### src/rtl/interp_pkg.sv
// Shared constants and types for the interpolation line sequencer.
// Cycle landmarks are counted from the cycle in which a line start is
// accepted (cycle 0).
package interp_pkg;

    localparam int LINE_LEN   = 16;
    localparam int PAD_L      = 3;
    localparam int PAD_R      = 4;
    localparam int FEED_LEN   = LINE_LEN + PAD_L + PAD_R;

    localparam int ADDR_W     = 8;
    localparam int PIX_W      = 8;
    localparam int ACC_W      = 32;
    localparam int FRAC_SHIFT = 6;
    localparam int OUT_W      = 14;

    localparam int IDX_W      = $clog2(LINE_LEN);

    // Reads happen in cycles 1..FEED_LEN, feed index s = cycle-1.
    localparam int CYC_RD_LAST   = FEED_LEN;
    // Result j needs s = j+PAD_L+PAD_R shifted in (cycle j+9).
    // The filter output is then sampled one cycle later.
    localparam int CYC_CAP_FIRST = PAD_L + PAD_R + 3;
    localparam int CYC_CAP_LAST  = CYC_CAP_FIRST + LINE_LEN - 1;
    // Counter must reach the DONE cycle (last capture + 2).
    localparam int CNT_W         = $clog2(CYC_CAP_LAST + 3);

    typedef enum logic [1:0] {
        IDLE  = 2'd0,
        RUN   = 2'd1,
        FLUSH = 2'd2,
        DONE  = 2'd3
    } seq_state_t;

endpackage

### src/rtl/interp_addr_gen.sv
// Pixel address generator for one padded line.
// Maps feed index s to pixel index clamp(s-PAD_L, 0, LINE_LEN-1) and
// forms base + idx*stride, wrapping modulo 2^ADDR_W.
//   seq_i    : feed index s (0..FEED_LEN-1)
//   base_i   : address of pixel 0
//   stride_i : address step between pixels
//   addr_o   : pixel memory address
module interp_addr_gen
    import interp_pkg::*;
(
    input  logic [CNT_W-1:0]  seq_i,
    input  logic [ADDR_W-1:0] base_i,
    input  logic [ADDR_W-1:0] stride_i,
    output logic [ADDR_W-1:0] addr_o
);

    logic [CNT_W-1:0]  off;
    logic [IDX_W-1:0]  pix_idx;
    logic [ADDR_W-1:0] idx_ext;

    always_comb begin
        off = seq_i - CNT_W'(PAD_L);
        if (seq_i < CNT_W'(PAD_L))
            pix_idx = '0;                       // left edge replication
        else if (off > CNT_W'(LINE_LEN - 1))
            pix_idx = IDX_W'(LINE_LEN - 1);     // right edge replication
        else
            pix_idx = off[IDX_W-1:0];
        idx_ext = ADDR_W'(pix_idx);
        addr_o  = base_i + idx_ext * stride_i;  // truncation gives the wrap
    end

endmodule

### src/rtl/interp_line_sequencer.sv
// Sequences one 16-pixel line through the 8-tap interpolation filter:
// reads the padded pixel stream, gates the filter shift, samples the
// a/b/c accumulators and emits them as 14-bit slices, one per pixel.
//   clock_i, reset_i       : clock, async active-high reset
//   start_i                : line request, sampled only in IDLE
//   base_addr_i, stride_i  : line geometry, latched at acceptance
//   busy_o                 : not IDLE
//   rd_en_o, rd_addr_o     : pixel memory read (data returns next cycle)
//   rd_data_i              : pixel memory read data
//   filt_data_o            : filter shift register input
//   filt_shift_o           : filter shift enable
//   a/b/c_value_i          : filter accumulators
//   out_valid_o, out_idx_o : result strobe and pixel index j
//   out_a/b/c_o            : scaled results (hold when out_valid_o=0)
module interp_line_sequencer
    import interp_pkg::*;
(
    input  logic              clock_i,
    input  logic              reset_i,
    input  logic              start_i,
    input  logic [ADDR_W-1:0] base_addr_i,
    input  logic [ADDR_W-1:0] stride_i,
    output logic              busy_o,
    output logic              rd_en_o,
    output logic [ADDR_W-1:0] rd_addr_o,
    input  logic [PIX_W-1:0]  rd_data_i,
    output logic [PIX_W-1:0]  filt_data_o,
    output logic              filt_shift_o,
    input  logic [ACC_W-1:0]  a_value_i,
    input  logic [ACC_W-1:0]  b_value_i,
    input  logic [ACC_W-1:0]  c_value_i,
    output logic              out_valid_o,
    output logic [IDX_W-1:0]  out_idx_o,
    output logic [OUT_W-1:0]  out_a_o,
    output logic [OUT_W-1:0]  out_b_o,
    output logic [OUT_W-1:0]  out_c_o
);

    seq_state_t        state_q, state_d;
    logic [CNT_W-1:0]  cnt_q, cnt_d;        // cycle number since acceptance
    logic [ADDR_W-1:0] base_q, base_d;
    logic [ADDR_W-1:0] stride_q, stride_d;
    logic              shift_q;             // rd_en delayed to match rd_data
    logic              out_valid_q;
    logic [IDX_W-1:0]  out_idx_q;
    logic [OUT_W-1:0]  out_a_q, out_b_q, out_c_q;

    logic              accept;
    logic              cap;
    logic [CNT_W-1:0]  seq;
    logic [CNT_W-1:0]  cap_off;
    logic [ADDR_W-1:0] addr;

    // ---------------- FSM: state register ----------------
    always_ff @(posedge clock_i or posedge reset_i) begin
        if (reset_i) state_q <= IDLE;
        else         state_q <= state_d;
    end

    // ---------------- FSM: next state ----------------
    always_comb begin
        state_d = state_q;
        case (state_q)
            IDLE:    if (start_i) state_d = RUN;
            RUN:     if (cnt_q == CNT_W'(CYC_RD_LAST)) state_d = FLUSH;
            // Leave once the final result is on the outputs.
            FLUSH:   if (out_valid_q && out_idx_q == IDX_W'(LINE_LEN - 1))
                         state_d = DONE;
            DONE:    state_d = IDLE;
            default: state_d = IDLE;
        endcase
    end

    // ---------------- FSM: outputs ----------------
    always_comb begin
        busy_o  = (state_q != IDLE);
        rd_en_o = (state_q == RUN);
    end

    // ---------------- datapath ----------------
    assign accept = (state_q == IDLE) && start_i;
    assign seq    = cnt_q - CNT_W'(1);

    always_comb begin
        cnt_d    = cnt_q;
        base_d   = base_q;
        stride_d = stride_q;
        if (state_q == IDLE) begin
            cnt_d = '0;
            if (accept) begin
                cnt_d    = CNT_W'(1);
                base_d   = base_addr_i;
                stride_d = stride_i;
            end
        end else if (state_q == DONE) begin
            cnt_d = '0;
        end else begin
            cnt_d = cnt_q + CNT_W'(1);
        end
    end

    interp_addr_gen u_addr_gen (
        .seq_i    (seq),
        .base_i   (base_q),
        .stride_i (stride_q),
        .addr_o   (addr)
    );

    assign rd_addr_o    = rd_en_o ? addr : '0;
    assign filt_shift_o = shift_q;
    assign filt_data_o  = shift_q ? rd_data_i : '0;

    assign cap     = busy_o && (cnt_q >= CNT_W'(CYC_CAP_FIRST))
                            && (cnt_q <= CNT_W'(CYC_CAP_LAST));
    assign cap_off = cnt_q - CNT_W'(CYC_CAP_FIRST);

    always_ff @(posedge clock_i or posedge reset_i) begin
        if (reset_i) begin
            cnt_q       <= '0;
            base_q      <= '0;
            stride_q    <= '0;
            shift_q     <= 1'b0;
            out_valid_q <= 1'b0;
            out_idx_q   <= '0;
            out_a_q     <= '0;
            out_b_q     <= '0;
            out_c_q     <= '0;
        end else begin
            cnt_q       <= cnt_d;
            base_q      <= base_d;
            stride_q    <= stride_d;
            shift_q     <= rd_en_o;
            out_valid_q <= cap;
            if (cap) begin
                out_idx_q <= cap_off[IDX_W-1:0];
                out_a_q   <= a_value_i[FRAC_SHIFT+OUT_W-1:FRAC_SHIFT];
                out_b_q   <= b_value_i[FRAC_SHIFT+OUT_W-1:FRAC_SHIFT];
                out_c_q   <= c_value_i[FRAC_SHIFT+OUT_W-1:FRAC_SHIFT];
            end
        end
    end

    assign out_valid_o = out_valid_q;
    assign out_idx_o   = out_idx_q;
    assign out_a_o     = out_a_q;
    assign out_b_o     = out_b_q;
    assign out_c_o     = out_c_q;

    // Accumulator bits outside the output slice are dropped by design.
    logic unused_bits;
    assign unused_bits = ^{a_value_i[ACC_W-1:FRAC_SHIFT+OUT_W], a_value_i[FRAC_SHIFT-1:0],
                           b_value_i[ACC_W-1:FRAC_SHIFT+OUT_W], b_value_i[FRAC_SHIFT-1:0],
                           c_value_i[ACC_W-1:FRAC_SHIFT+OUT_W], c_value_i[FRAC_SHIFT-1:0],
                           cap_off[CNT_W-1:IDX_W]};

endmodule

### config.mk
export PLATFORM = sky130hd
export DESIGN_NAME = interp_line_sequencer
export DESIGN_NICKNAME = d
export VERILOG_FILES = /design/src/rtl/interp_pkg.sv /design/src/rtl/interp_addr_gen.sv /design/src/rtl/interp_line_sequencer.sv
export SDC_FILE = /design/constraint.sdc
export NUM_CORES = 1
export LEC_CHECK = 0
export ABC_AREA = 0
export CORE_UTILIZATION = 40
export DETAILED_ROUTE_END_ITERATION = 7
export GPL_ROUTABILITY_DRIVEN = 0
export HOLD_SLACK_MARGIN = 0.03
export MAX_ROUTING_LAYER = met4
export PLACE_DENSITY = 0.78
export SLEW_MARGIN = 10
export SYNTH_ARGS = -nofsm -noshare
export SYNTH_HDL_FRONTEND = slang
export SYNTH_SLANG_ARGS = --single-unit
export TNS_END_PERCENT = 100
### constraint.sdc
create_clock -name clock_i -period 13.8 [get_ports clock_i]
set_input_delay 4.14 -clock clock_i [delete_from_list [all_inputs] [get_ports clock_i]]
set_output_delay 4.14 -clock clock_i [all_outputs]
set_load 0.005 [all_outputs]
# Word level (Yosys, flattened, before mapping)
# Index checks and enable logic that the tools add are counted.
[totals]
elab_cells = 47
in_bits = 123
out_inout_bits = 66
regBits = 71
[op_classes]
multipliers = 1
magnitude_cmp = 4
n_mux = 11
n_eq_ne = 8
reduce_logical = 8
add_sub_neg = 5
[op_table]
columns = ["cell", "count"]
rows = [
  ["two-way mux 8 bit", 2],
  ["two-way mux 5 bit", 2],
  ["adder 8 bit", 1],
  ["multiplier 4 x 8 -> 8 bit", 1],
  ["two-way mux 4 bit", 2],
  ["one-hot mux 2 bit (4 select lines)", 1],
  ["two-way mux 2 bit", 3],
  ["adder 5 x 1 -> 5 bit, second input constant", 1],
  ["equality test 5 bit, second input constant", 1],
  [">= comparator 5 x 4 -> 1 bit, second input constant", 1],
  ["greater-than comparator 5 x 4 -> 1 bit, second input constant", 1],
  ["less-or-equal comparator 5 bit, second input constant", 1],
  ["< comparator 5 x 2 -> 1 bit, second input constant", 1],
  ["subtractor 5 x 1 -> 5 bit, second input constant", 1],
  ["subtractor 5 x 2 -> 5 bit, second input constant", 1],
  ["equality test 2 bit, second input constant", 2],
  ["equality test 4 bit, second input constant", 1],
  ["logical AND 1 bit", 4],
  ["inequality test 2 bit, second input constant", 2],
  ["subtractor 4 bit, second input constant", 1],
  ["AND reduction 3 bit", 1],
  ["equality test 2 x 1 -> 1 bit, second input constant", 1],
  ["zero test 2 bit", 1],
  ["inequality test 2 x 1 -> 1 bit, second input constant", 1],
  ["3 further kinds", 3],
]

# Longest topological paths before layout
# Gate-level depths: netlist of run 1.
[depth]
ltp_word = 8
depth_mapped = 23
ltp_nobuf = 22

# By module
# Synthesis of run 1 repeated with hierarchy kept, for this count alone.
[hier_totals]
hier_cells = 330
area_unflattened_um2 = 4121.5
[modules_own_cells]
columns = ["mod", "seq_area_each_um2", "cells_each", "n_inst", "area_each_um2"]
rows = [
  ["interp_line_sequencer", 1776.7, 211, 1, 3146.8],
  ["interp_addr_gen", 0.0, 119, 1, 974.7],
]

# Worst setup path after synthesis of run 1
# Ideal clock, no wire load.
[synth_timing]
path_type = "register to output"
start = "register cnt_q[0]"
end = "output port rd_addr_o[7]"
required_ns = 9.660
arrival_time_ns = 5.196
path_stages_with_launch = 23
n_path_buf = 2
path_slack_ns = 4.464
path_cell_list = "dfrtp_1 > buf_6 > inv_1 > ha_1 > clkbuf_8 > xnor2_1 > a31oi_1 > xnor2_1 > a21boi_1 > and2_1 > fa_1 > fa_1 > inv_1 > fa_1 > inv_1 > ha_1 > o21a_1 > o31ai_1 > a21oi_1 > xnor2_1 > xnor2_1 > xnor3_1 > mux2i_1"
[synth_between]
elab_chain_len = 8
word_cells_on_any_way = 9
cone_classes = "add/sub (3); mul (1); order compare (2); mux (3)"
[synth_rtl]
columns = ["item", "line", "source"]
rows = [
  ["start: declaration", "interp_line_sequencer.sv:40", "logic [CNT_W-1:0] cnt_q, cnt_d;"],
  ["start signal: assignment", "interp_line_sequencer.sv:129", "cnt_q <= cnt_d;"],
  ["subtractor 5 x 1 -> 5 bit *", "interp_line_sequencer.sv:82", "assign seq = cnt_q - CNT_W'(1);"],
  ["subtractor 5 x 2 -> 5 bit", "interp_addr_gen.sv:22", "off = seq_i - CNT_W'(PAD_L);"],
  ["greater-than comparator 5 x 4 -> 1 bit", "interp_addr_gen.sv:25", "else if (off > CNT_W'(LINE_LEN - 1))"],
  ["two-way mux 4 bit", "interp_addr_gen.sv:25", ""],
  ["two-way mux 4 bit *", "interp_addr_gen.sv:23", "if (seq_i < CNT_W'(PAD_L))"],
  ["multiplier 4 x 8 -> 8 bit *", "interp_addr_gen.sv:30", "addr_o = base_i + idx_ext * stride_i;"],
  ["adder 8 bit *", "interp_addr_gen.sv:30", ""],
  ["two-way mux 8 bit *", "interp_line_sequencer.sv:109", "assign rd_addr_o = rd_en_o ? addr : '0;"],
  ["end: declaration", "interp_line_sequencer.sv:25", "output logic [ADDR_W-1:0] rd_addr_o,"],
]
# Mark *: on every way between the ends. The rest lies on a longest branch, timed or not.

# Worst setup path after layout of run 1
# Ends and elaborated chain as after synthesis.

==> results.yml, run 1 <==
logic_synthesis:
  synth_edf_count: 0
  syn_area_um2: 4124
  synthMuxAreaShare: 0.1738
  synthAdderAreaFrac: 0.1377
  async_flop_share: 1.000
  ys_warn_count: 0
  synth_fp_nets: 505
  ys_types: 43
  synth_top_family_by_area: "multiplexers"
  synth-main-ff-cell: "dfrtp_1"
  syn-mean-instance-area_um2: 11.95
  ys_seq_area_frac: 0.4308
  yosysTopAreaCellShare: 0.4308
  synth_area_leader_cell: "dfrtp_1"
  synth-simple-area-share: 0.09072
  synthTopCellsByArea: "dfrtp_1, mux2_2, ha_1"
  syn_inst: 345
  synth_xor_area_frac: 0.04157
  synth_compound_area_frac: 0.06462
  synth_seq_cells: 71
outcome:
  status: "finished, final reports clean"
layout:
  final_cell_mix: "clkdlybuf4s50_1, dfrtp_1, mux2_2"
  final_common_cell: "clkdlybuf4s50_1"
  final_nets: 639
  syn_to_final_growth_pct: 39.90
  diodes: 0
  drive_gt1_frac: 0.1839
clock_network:
  cts_resized: 0
  clk_path_buf_depth: 2
  cts_tree: "yes"
  clkTransAtPathRegs_ns: 0.08
  clockRootBuffer: "clkbuf_8"
  cts_buffers: 9
  ctsHtreeMaxLevel: 3
  cts_num_sinks: 71
  cts_setup_buffers: 0
  ctsHoldBuffers: 0
  clk_latency_ns: 0.35
global_route:
  grt_start_max_net_pins: 48
  antenna_found_initial: 0
  grt_pass1_vias: 3336
  grt_pass1_wl_um: 15570
  grt_use_total: 0.1887
  overflow: 0
place:
  hpwlAfterDp_um: 6913
  port_buffers: 134
timing:
  tns_ns: 0
  fin_crit_ns: 11.00
  tightest_slew_ns: 0.7560
  rsz0062_at_grt: "no"
  slew_violations: 0
  max_freq_ghz: 0.09091
  fin_crit_sh: 0.7971
  fin_skew_ns: 0.006124
  timing_hold_violations_final: 0
  slew_headroom: 0.4947
  setup_viol: 0
detailed_routing:
  routed-wl-met3_um: 514
  num_vias: 2970
  wl_per_cell_um: 14.58
  viasPerCell: 4.814
  ant_nets: 0
  met1_length_um: 3869
  drt-total-wl_um: 8994
  drtIter0Drc: 108
  wl_met2_um: 4454
  top_layer: "met4"
  firstDrtPassIters: 4
  post-route-drc-count: 0
critical_path:
  critPathKind: "flop to primary output"
  arrival_ns: 6.86
  cp-end-kind: "primary output"
  start_kind: "flop"
  cp_data_required_time_ns: 9.66
  crit_path_max_fanout: 10
floorplanning:
  start_util: 0.4181
  die_area_um2: 10720
  die_x_um: 103.5
  fp-row-count: 36
  die_h_um: 103.5
  fp.coreArea_um2: 9864
  pin_count: 189
worst_hold_path:
  hp-class: "flop to flop"
run:
  maxCapViolCount: 0
stage by stage:
stage	instances	worst slack [ns]	util	instance area (µm²)	hold WS, ns
after floorplan	345	4.464	-	4124	0.4794
after global placement	601	3.331	0.5639	5563	0.4894
after detailed placement	601	3.208	0.5639	5563	0.4969
after CTS	617	2.786	0.5849	5769	0.5109
after global routing	617	2.271	0.5849	5769	0.5256
final	617	2.800	0.5849	5769	0.5097
worst max-delay path: stages, from the launching register on:
cell	delay (ns)
dfrtp_1	0.61
inv_1	0.23
ha_1	0.34
xnor2_1	0.41
a31oi_1	0.16
xnor2_1	0.19
a21boi_1	0.54
nand2_1	0.16
fa_1	0.48
fa_1	0.51
fa_1	0.51
inv_1	0.04
ha_1	0.31
nor2b_1	0.17
o31ai_1	0.26
a21oi_1	0.13
xnor2_1	0.21
xnor2_1	0.14
xnor3_1	0.42
mux2i_1	0.16
clkdlybuf4s50_1	0.52
registers in the layout, summed over array words and instances, names as in the netlist:
signal	count
out_a_o	14
out_b_o	14
out_c_o	14
base_q	8
stride_q	8
cnt_q	5
out_idx_o	4
state_q	2
filt_shift_o	1
out_valid_o	1
final timing paths:
check | start | endpoint | slack [ns] | depth (start not counted)
setup / recovery | cnt_q[0] | rd_addr_o[7] | 2.80 | 20
hold / removal | out_a_o[8] | out_a_o[8] | 0.51 | 1
setup reg to reg | cnt_q[2] | out_a_o[4] | 11.15 | 7
hold reg to reg | out_a_o[8] | out_a_o[8] | 0.51 | 1
max in group asynchronous | reset_i | out_a_o[2] | 8.63 | 3
min in group asynchronous | reset_i | cnt_q[3] | 4.24 | 2
final cells by class:
cell class                 instances  area, µm²
timing repair buffer             136       1356
multi-input combinational        220       2110
fill                             808       4095
clock buffer                      10      137.6
clock inverter                     6      68.82
inverter                          41      153.9
tap                              133      166.4
sequential                        71       1777
layer usage:
| metal | vias to the layer above | global-route usage |
|---|---|---|
| met2 | 99 | 0.3092 |
| met4 | 0 | 0.07246 |
| met5 | - | - |
| met1 | 1438 | 0.2226 |
| met3 | 13 | 0.04909 |
| li1 | 1420 | - |
cells in the mapped netlist, types with 2 or more instances:
cell	instances
dfrtp_1	71
mux2_2	61
inv_1	41
and2_1	26
ha_1	23
fa_1	14
nand2_1	14
xnor2_1	14
a21oi_1	8
nor2_1	6
nand3_1	5
buf_2	4
nor3_1	4
a21o_1	3
a31oi_1	3
clkbuf_1	3
clkbuf_8	3
mux2i_1	3
nor2b_1	3
nor3b_1	3
o21ai_0	3
o31ai_1	3
xor2_1	3
a211oi_1	2
a221oi_2	2
and2_2	2
o21a_1	2
kinds of logic (layout without fill, tap and decap cells):
group | after synthesis | in the layout
xor gates and xnor gates | 18 | 18
and+or+nand+nor | 66 | 66
DFF | 71 | 71
adders and majority gates | 37 | 37
buffers and inverters | 54 | 193
AOI/OAI and AO/OA | 35 | 35
muxes | 64 | 64
Power of run 1 is not shown: default switching activity piles up to over one toggle a cycle in this logic, so the estimate is an artifact.
==> run 2: changes to the inputs <==
- CORE_UTILIZATION: 40 -> 38
- PLACE_DENSITY: 0.78 -> 0.77
- clock period: 13.8 -> 9 ns (I/O delays scaled with it)
==> run 2 against run 1 <==
Against the previous run: sequential cell count unchanged; via count increased by 0.54%; cell count is 1.5% higher; wire length increased by 2.8%; cell area increased by 1.4%; count of clock-buffer cells in the layout grew 2; register-to-register slack got worse by 4.7 ns; first-iteration DRC count fell by 8.3%; die area up 5.2%; critical endpoint unchanged; worst hold slack got worse by 0.00087 ns.
==> results.yml, run 2 (synthesis gave the netlist of run 1 again) <==
global_route:
  grt_pass1_vias: 3306
  overflow: 0
  grt_start_max_net_pins: 48
  grt_use_total: 0.1808
  antenna_found_initial: 0
  grt_pass1_wl_um: 15300
clock_network:
  cts_buffers: 9
  ctsHtreeMaxLevel: 3
  clkTransAtPathRegs_ns: 0.07
  clockRootBuffer: "clkbuf_8"
  cts_num_sinks: 71
  cts_tree: "yes"
  ctsHoldBuffers: 0
  clk_latency_ns: 0.35
  clk_path_buf_depth: 2
layout:
  syn_to_final_growth_pct: 41.81
  diodes: 0
  final_nets: 645
  final_cell_mix: "clkdlybuf4s50_1, dfrtp_1, mux2_2"
  drive_gt1_frac: 0.2143
  final_common_cell: "clkdlybuf4s50_1"
critical_path:
  critPathKind: "flop to primary output"
  cp_data_required_time_ns: 6.30
  crit_start: "cnt_q[1]"
  r2r_cells: 8
  cp.depth: 22
  start_kind: "flop"
  crit_path_max_fanout: 6
  cp_top_family: "adder cells"
  worstPathCellList: "inv_2, ha_2, a21boi_4, xnor2_2, a31oi_2, xnor2_2, a21boi_2, and2_1, fa_1, fa_1, inv_1, fa_1, inv_1, ha_1, o21a_1, o31ai_2, a21oi_1, xnor2_1, xnor2_1, xnor3_1, mux2i_1, clkdlybuf4s50_1"
  r2r_end: "out_c_o[0]"
  critPathCapture: "rd_addr_o[7]"
  slowest_delay_ns: 0.54
  cp-end-kind: "primary output"
  r2r_start: "cnt_q[1]"
  critPathBufInv: 4
  arrival_ns: 5.97
  rrSetupSlack_ns: 6.44
  cp_common_cell: "fa_1"
  slowest_stage: "fa_1"
timing:
  tns_ns: 0
  rsz0062_at_grt: "no"
  timing_hold_violations_final: 0
  tightest_slew_ns: 0.7812
  fin_crit_ns: 8.666
  fin_skew_ns: 0.007010
  max_freq_ghz: 0.1154
  slew_headroom: 0.4779
  slew_violations: 0
  setup_viol: 0
  fin_crit_sh: 0.9629
detailed_routing:
  drtIter0Drc: 99
  ant_nets: 0
  wl_per_cell_um: 14.76
  num_vias: 2986
  firstDrtPassIters: 6
  post-route-drc-count: 0
  drt-total-wl_um: 9242
  viasPerCell: 4.770
worst_hold_path:
  hp-class: "flop to flop"
  hold_depth: 1
floorplanning:
  fp-row-count: 37
  fp.coreArea_um2: 10420
  die_h_um: 106.2
  start_util: 0.3959
  die_area_um2: 11270
  die_x_um: 106.2
  pin_count: 189
run:
  maxCapViolCount: 0
place:
  port_buffers: 134
  hpwlAfterDp_um: 7131
outcome:
  status: "finished, final reports clean"
-- run 2: cell count changes in the layout (fill, tap and decap cells not counted), sizes merged --
cell,change
buf,+6
bufinv,-1
clkbuf,+2
clkinv,+1
clkinvlp,-1
inv,-1
-- run 2: through the flow --
stage	util	setup slack (ns)	hold WS (ns)	instance area [µm²]	std cells
detailed placement	0.5380	0.2042	0.4938	5604	609
CTS	0.5564	0.03222	0.5100	5796	625
global placement	0.5380	0.2837	0.4886	5604	609
global route	0.5614	0.04753	0.5199	5848	626
floorplan	-	1.104	0.4794	4124	345
finish	0.5614	0.3336	0.5088	5848	626
-- run 2: worst min path at each step --
| stage | startpoint | endpoint |
|---|---|---|
| CTS | base_q[6] | base_q[6] |
| detailed placement | base_q[6] | base_q[6] |
| floorplan | base_q[2] | base_q[2] |
| finish | out_a_o[6] | out_a_o[6] |
| global route | out_a_o[6] | out_a_o[6] |
| global placement | out_c_o[13] | out_c_o[13] |
-- run 2: area by class of cell --
cell class | count | area (µm²)
inverter | 41 | 153.9
clock inverter | 4 | 20.02
fill | 859 | 4568
tap | 136 | 170.2
sequential | 71 | 1777
timing repair buffer | 142 | 1401
clock buffer | 12 | 155.1
multi-input combinational | 220 | 2171
-- run 2: worst reg2reg max path, stage by stage, from the launching register on --
cell	delay (ns)
dfrtp_1	0.43
inv_2	0.14
ha_2	0.23
a21boi_4	0.25
buf_4	0.14
a211oi_1	0.06
a211oi_4	0.24
buf_4	0.52
mux2_2	0.42
-- run 2: metal layers --
layer  global-route usage  part of all wire  vias to the layer above
met4              0.07440             0.018                        0
met2               0.2839              0.47                       98
met3              0.06315             0.081                       12
met1               0.2114              0.43                     1442
met5                    -                 0                        -
li1                     -                 -                     1434
-- run 2: what timing repair did --
item | CTS | global route
setup buffers | 0 | 1
gates resized for setup | 4 | 8
pin swaps | 1 | 3
endpoints found under the setup margin | 1 | 1
Power of run 2 is left out for the same reason.
